$ cat config.mk
export PLATFORM = sky130hd
export DESIGN_NAME = dds_cfg_sequencer
export DESIGN_NICKNAME = d
export VERILOG_FILES = /design/src/rtl/dds_cfg_sequencer.sv
export SDC_FILE = /design/constraint.sdc
export NUM_CORES = 1
export LEC_CHECK = 0
export CELL_PAD_IN_SITES_DETAIL_PLACEMENT = 1
export CELL_PAD_IN_SITES_GLOBAL_PLACEMENT = 1
export CORE_MARGIN = 3
export CORE_UTILIZATION = 35
export CTS_CLUSTER_DIAMETER = 50
export CTS_CLUSTER_SIZE = 28
export DETAILED_ROUTE_END_ITERATION = 8
export PLACE_DENSITY_LB_ADDON = 0.2
export SYNTH_ARGS = -nofsm -noshare
export SYNTH_HDL_FRONTEND = slang
export SYNTH_SLANG_ARGS = --single-unit
export TNS_END_PERCENT = 100
$ cat constraint.sdc
create_clock -name CLK -period 5.3 [get_ports CLK]
set_input_delay 1.06 -clock CLK [delete_from_list [all_inputs] [get_ports CLK]]
set_output_delay 1.06 -clock CLK [all_outputs]
set_load 0.05 [all_outputs]
$ cat src/rtl/dds_cfg_sequencer.sv
`timescale 1ns/1ps
// dds_cfg_sequencer: UART-framed configuration front end for a 4-channel DDS.
// A frame AA CMD DH DL CHK writes a shadow phase offset or the shadow channel
// mask. CMD 0x20 copies the whole shadow set to the live outputs on the next
// channel-0 phase wrap (sync_pulse), so all channels change phase together.
// Every frame that reaches EXEC is answered with one ACK (0x06) or NAK (0x15).
module dds_cfg_sequencer #(
  parameter int unsigned TIMEOUT_CYC = 500000
) (
  input  logic       CLK,
  input  logic       RSTn,
  input  logic       rx_done,
  input  logic [7:0] rx_data,
  output logic       rx_en,
  input  logic       sync_pulse,
  input  logic       tx_busy,
  output logic       tx_start,
  output logic [7:0] tx_data,
  output logic [9:0] phase_1,
  output logic [9:0] phase_2,
  output logic [9:0] phase_3,
  output logic [9:0] phase_4,
  output logic [3:0] chan_en,
  output logic       cfg_pending
);

  // The counter only has to reach TIMEOUT_CYC-1 before the timeout fires.
  localparam int unsigned CNT_W = (TIMEOUT_CYC > 1) ? $clog2(TIMEOUT_CYC) : 1;
  localparam logic [CNT_W-1:0] CNT_LAST = CNT_W'(TIMEOUT_CYC - 1);

  localparam logic [7:0] SYNC_BYTE = 8'hAA;
  localparam logic [7:0] ACK_BYTE  = 8'h06;
  localparam logic [7:0] NAK_BYTE  = 8'h15;
  localparam logic [7:0] CMD_MASK  = 8'h10;
  localparam logic [7:0] CMD_APPLY = 8'h20;

  typedef enum logic [2:0] {
    S_IDLE, S_CMD, S_DH, S_DL, S_CHK, S_EXEC, S_WAIT_SYNC, S_RESP
  } state_t;

  state_t           state_q, state_d;
  logic [CNT_W-1:0] cnt_q, cnt_d;
  logic [7:0]       cmd_q, dh_q, dl_q, chk_q;
  logic [7:0]       resp_q;
  logic [9:0]       sh_ph_q [4];
  logic [9:0]       ph_q    [4];
  logic [3:0]       sh_mask_q, mask_q;
  logic             pending_q;
  logic             rx_en_q;

  logic       chk_ok, timeout, is_apply;
  logic       wr_phase, wr_mask, commit, resp_ld;
  logic [7:0] resp_val;

  assign chk_ok   = ((cmd_q ^ dh_q ^ dl_q) == chk_q);
  assign timeout  = (cnt_q == CNT_LAST);
  assign is_apply = chk_ok && (cmd_q == CMD_APPLY);

  // State register.
  always_ff @(posedge CLK or negedge RSTn) begin
    if (!RSTn) state_q <= S_IDLE;
    else       state_q <= state_d;
  end

  // Next-state logic and the shared inter-byte / sync-wait timeout counter.
  always_comb begin
    state_d = state_q;
    unique case (state_q)
      S_IDLE:      if (rx_done && rx_data == SYNC_BYTE) state_d = S_CMD;
      S_CMD:       if (rx_done) state_d = S_DH;   else if (timeout) state_d = S_IDLE;
      S_DH:        if (rx_done) state_d = S_DL;   else if (timeout) state_d = S_IDLE;
      S_DL:        if (rx_done) state_d = S_CHK;  else if (timeout) state_d = S_IDLE;
      S_CHK:       if (rx_done) state_d = S_EXEC; else if (timeout) state_d = S_IDLE;
      S_EXEC:      state_d = is_apply ? S_WAIT_SYNC : S_RESP;
      S_WAIT_SYNC: if (sync_pulse || timeout) state_d = S_RESP;
      S_RESP:      if (!tx_busy) state_d = S_IDLE;
      default:     state_d = S_IDLE;
    endcase
    // Any state change (including each accepted byte) restarts the count.
    cnt_d = '0;
    if ((state_q inside {S_CMD, S_DH, S_DL, S_CHK, S_WAIT_SYNC}) && (state_d == state_q))
      cnt_d = cnt_q + CNT_W'(1);
  end

  // Output decode: transmit strobe, register write enables and response byte.
  always_comb begin
    tx_start = 1'b0;
    wr_phase = 1'b0;
    wr_mask  = 1'b0;
    commit   = 1'b0;
    resp_ld  = 1'b0;
    resp_val = NAK_BYTE;
    unique case (state_q)
      S_EXEC: begin
        wr_phase = chk_ok && (cmd_q >= 8'h01) && (cmd_q <= 8'h04);
        wr_mask  = chk_ok && (cmd_q == CMD_MASK);
        resp_ld  = !is_apply;
        resp_val = (wr_phase || wr_mask) ? ACK_BYTE : NAK_BYTE;
      end
      S_WAIT_SYNC: begin
        commit   = sync_pulse || timeout;
        resp_ld  = commit;
        resp_val = sync_pulse ? ACK_BYTE : NAK_BYTE;
      end
      S_RESP:  tx_start = !tx_busy;
      default: ;
    endcase
  end

  // Counter, received-byte latches, response byte and registered rx_en.
  always_ff @(posedge CLK or negedge RSTn) begin
    if (!RSTn) begin
      cnt_q   <= '0;
      cmd_q   <= '0;
      dh_q    <= '0;
      dl_q    <= '0;
      chk_q   <= '0;
      resp_q  <= '0;
      rx_en_q <= 1'b0;
    end else begin
      cnt_q <= cnt_d;
      if (rx_done) begin
        if (state_q == S_CMD) cmd_q <= rx_data;
        if (state_q == S_DH)  dh_q  <= rx_data;
        if (state_q == S_DL)  dl_q  <= rx_data;
        if (state_q == S_CHK) chk_q <= rx_data;
      end
      if (resp_ld) resp_q <= resp_val;
      // Registered so rx_en rises on the first edge after reset release.
      rx_en_q <= !(state_d inside {S_EXEC, S_WAIT_SYNC, S_RESP});
    end
  end

  // Shadow configuration and the live set it is committed into.
  always_ff @(posedge CLK or negedge RSTn) begin
    if (!RSTn) begin
      for (int i = 0; i < 4; i++) begin
        sh_ph_q[i] <= '0;
        ph_q[i]    <= '0;
      end
      sh_mask_q <= 4'hF;
      mask_q    <= 4'hF;
      pending_q <= 1'b0;
    end else begin
      for (int i = 0; i < 4; i++) begin
        if (wr_phase && cmd_q[2:0] == 3'(i + 1)) sh_ph_q[i] <= {dh_q[1:0], dl_q};
        if (commit) ph_q[i] <= sh_ph_q[i];
      end
      if (wr_mask) sh_mask_q <= dl_q[3:0];
      if (commit)  mask_q    <= sh_mask_q;
      if (commit)                   pending_q <= 1'b0;
      else if (wr_phase || wr_mask) pending_q <= 1'b1;
    end
  end

  assign rx_en       = rx_en_q;
  assign tx_data     = resp_q;
  assign phase_1     = ph_q[0];
  assign phase_2     = ph_q[1];
  assign phase_3     = ph_q[2];
  assign phase_4     = ph_q[3];
  assign chan_en     = mask_q;
  assign cfg_pending = pending_q;

endmodule

Yosys cells after proc, flatten, opt, wreduce, memory -nomap -nowiden. Index checks and enable logic that the tools add are counted.

Register bits after elaboration: 152. Input bits: 13. Output and inout bits: 55.

$add $sub $neg: 1. Order comparisons: 2. Equal/unequal tests: 20. Muxes and demuxes: 21. Bitwise operators: 2. Reductions and logical operators: 24.

Operator list (count): equality test 3 bit, second input constant (8); 2-to-1 mux 3 bit (8); case mux 3 bit (8 select lines) (1); adder 19 x 1 -> 19 bit, second input constant (1); equality test 19 bit, second input constant (1); 2-to-1 mux 19 bit (1); bitwise XOR 8 bit (2); equality test 3 x 2 -> 1 bit, second input constant (4); logical AND 1 bit (10); 2-to-1 mux 5 bit (2); case mux 5 bit (2 select lines) (1); equality test 8 x 5 -> 1 bit, second input constant (1); equality test 8 x 6 -> 1 bit, second input constant (1); equality test 8 bit (1); equality test 8 bit, second input constant (1); greater-or-equal comparator 8 x 1 -> 1 bit, second input constant (1); <= comparator 8 x 3 -> 1 bit, second input constant (1); AND reduction 2 bit (4); 2-to-1 mux 1 bit (7); equality test 3 x 1 -> 1 bit, second input constant (2); nonzero test 5 bit (1); equality test 3 bit (1); zero test 1 bit (3); zero test 3 bit (1); 4 further kinds (6).

Depth between registers and ports, before layout.
Depth in word-level cells: 9. Mapped depth: 8. Depth with buffers taken out: 7.

Least setup slack after synthesis. Ideal clock, no wire load.

Kind: input to output. Start point: input port tx_busy. End point: output port tx_start. Data arrival time: 1743 ps. Required time: 4240 ps. Path slack: 2497 ps. Stages on the path: 1. Cells stage by stage: nor2_1.

Longest elaborated chain between the ends: 2.

Ends and longest elaborated chain: from (decl) (RTL line 16) `input logic tx_busy,`; zero test 1 bit (RTL line 105) `S_RESP: tx_start = !tx_busy;`; 2-to-1 mux 1 bit (RTL line 93) `unique case (state_q)`; to (decl) (RTL line 17) `output logic tx_start,`.

Every way passes these cells.

Final worst setup path. Ends and elaborated chain as after synthesis.

==> results.yml <==
clocking:
  cts-hold-fix-buffers: 0
  clk_root_buffer_cell: "clkbuf_16"
  clkLatencyLatePin_ps: 410
  clkTransAtPathRegs_ps: 60
  numCtsBuffers: 17
  ctsResizeCount: 0
  postCtsSetupBuffers: 0
  tritoncts: "yes"
  cts.htree.levels: 4
  clock_path_buffers: 2
  cts_num_sinks: 147
sta:
  timing.fmax_ghz: 0.283
  slew_violations: 0
  tightest_slew_ps: 1020
  maxSlewHeadroom_pct: 31.7
  fin_crit_ps: 3540
  skew_ps: 6.16
  fin_hold_ws_ps: 468
  fin_tns_setup_ps: 0
  hold_violations: 0
  rsz0062_at_grt: "no"
  setup-violations-final: 0
  fin_crit_sh_pct: 66.8
logic_synthesis:
  synth_area_per_cell_um2: 13.6
  yosysUniqueCellTypes: 48
  syn-cell-area_um2: 6560
  synth_top_area_share_pct: 53.0
  yosys_warnings: 0
  synthCells: 481
  synthFlopType: "dfrtp_1"
  synth_area_leader_cell: "dfrtp_1"
  synth_async_sr_flop_share_pct: 100
  ys_ff_latch: 147
  yosysSeqAreaShare_pct: 56.2
  synth_edf_count: 0
  synth.area.top_cells: "dfrtp_1, mux2_2, mux2_4"
layout:
  final_cell_mix: "dfrtp_1, mux2_2, clkdlybuf4s50_1"
  fillers: 1819
  drive_gt1_share_pct: 32.0
  antennaDiodeCount: 0
  area_growth_syn_to_layout_pct: 22.0
  layout.cells.non_filler: 788
  nNetsFinal: 560
  mostFrequentLayoutCell: "dfrtp_1"
power:
  finalPower_mw: 3.64
  max-vdd-ir-drop_mv: 0.266
  power.density_nw_per_um2: 455
  leakagePower_nw: 3.57
routing:
  firstDrtPassIters: 4
  vias_per_cell: 5.05
  wl_met1_um: 6590
  drc: 0
  vias: 3977
  top_layer_used: "met4"
  wl_met3_um: 399
  postRouteAntennaNets: 0
  wirelength_um: 14400
  drt-initial-drc-count: 143
  post_drt_wl_per_cell_um: 18.2
  wl_met2_um: 7240
worst_setup_path:
  arrival_ps: 2480
  reg2reg_to: "sh_ph_q[38]"
  cp.required_ps: 4240
  cp_max_fo: 3
  criticalPathCategory: "in2out"
  r2r-start: "state_q[0]"
  worstRegToRegCells: 6
  rrSetupSlack_ps: 1800
  crit_path_end_kind: "output port"
  cp-start-kind: "primary input"
global_routing:
  grt_pass1_vias: 4271
  grt_pass1_wl_um: 23300
  grt_use_total_pct: 14.5
  grt_overflow: 0
  grt_max_degree: 112
  antenna_found_initial: 0
floorplan:
  dieWidth_um: 143
  core_um2: 18200
  die_height_um: 143
  io_pins: 68
  initial_core_util_pct: 36.0
  die-area_um2: 20400
  fp-row-count: 49
min_path:
  hold_start: "tx_data[2]"
  hold_path.class: "reg2reg"
  min_to: "tx_data[2]"
  whs_path_depth: 1
placed_design:
  place_hpwl_um: 9720
  place.gp.congestion: 0.814
  dp_cells: 756
  io_buffer_count: 63
flow_run:
  maxCapViolCount: 0
run_status:
  status: "finished, final reports clean"
==> critical path, stage by stage <==
cell             delay (ps)
clkdlybuf4s50_1         440
nor2_1                  150
clkdlybuf4s50_1         820
==> layer usage <==
layer / global-route usage (%) / up-vias
li1: - / 1861
met1: 18.9 / 2053
met2: 24.3 / 53
met3: 3.65 / 10
met4: 4.00 / 0
met5: 0 / -
==> layout make-up <==
class	count	area, um2	area share [%]
multi-input combinational	304	2740	34.2
clock buffer	21	450	5.63
clock inverter	11	129	1.61
inverter	5	18.8	0.235
timing repair buffer	71	692	8.65
tap	229	287	3.58
sequential	147	3690	46.1
==> worst max-delay path by stage <==
| stage | start | endpoint | slack [ps] |
|---|---|---|---|
| after floorplan | tx_busy | tx_start | 2500 |
| after global placement | tx_busy | tx_start | 1760 |
| after detailed placement | tx_busy | tx_start | 1750 |
| after CTS | tx_busy | tx_start | 1750 |
| after global routing | state_q[0] | sh_ph_q[35] | 1550 |
| final | tx_busy | tx_start | 1760 |
==> through the flow <==
stage	utilization (%)	instance area [um2]	setup WS, ps
after floorplan	-	6570	2500
after global placement	40.8	7420	1760
after detailed placement	40.8	7420	1750
after CTS	43.9	8000	1750
after global routing	43.9	8000	1550
final	43.9	8000	1760
==> cells in the mapped netlist (all sizes together) (2+ instances only) <==
library cell	n
a211oi	9
a21oi	6
a221oi	2
and3	3
buf	12
clkbuf	16
dfrtp	139
dfstp	8
inv	5
mux2	124
mux2i	6
nand2	15
nand3	18
nand4	10
nand4b	3
nor2	9
nor3	14
nor4	5
nor4b	4
nor4bb	2
o21ai	6
o31ai	2
or2	2
or3	7
xnor2	24
xor2	15
==> kinds of logic after synthesis <==
family,Yosys count,share of synthesized area [%]
buffers and inverters,33,2.40
other,1,0.0572
AO/OA/AOI/OAI,32,3.38
AND/OR/NAND/NOR,97,9.06
multiplexers,130,23.3
XOR/XNOR,39,5.21
flip-flops,147,56.2
adder cells (fa/ha/maj),2,0.343
==> report_power, final <==
| group | internal, mW | total, mW | switching, mW |
|---|---|---|---|
| Combinational | 0.428 | 0.943 | 0.515 |
| Clock | 0.709 | 1.18 | 0.467 |
| Sequential | 1.28 | 1.52 | 0.243 |
| Total | 2.41 | 3.64 | 1.22 |
==> flip-flops by register name, summed over array words and instances, names as in the netlist <==
register,count
phase_1,10
cmd_q,8
cfg_pending,1
phase_2,10
tx_data,3
sh_ph_q,40
state_q,3
dh_q,8
phase_3,10
chan_en,4
cnt_q,19
rx_en,1
chk_q,8
phase_4,10
dl_q,8
sh_mask_q,4
(Power assumes the default switching activity.)
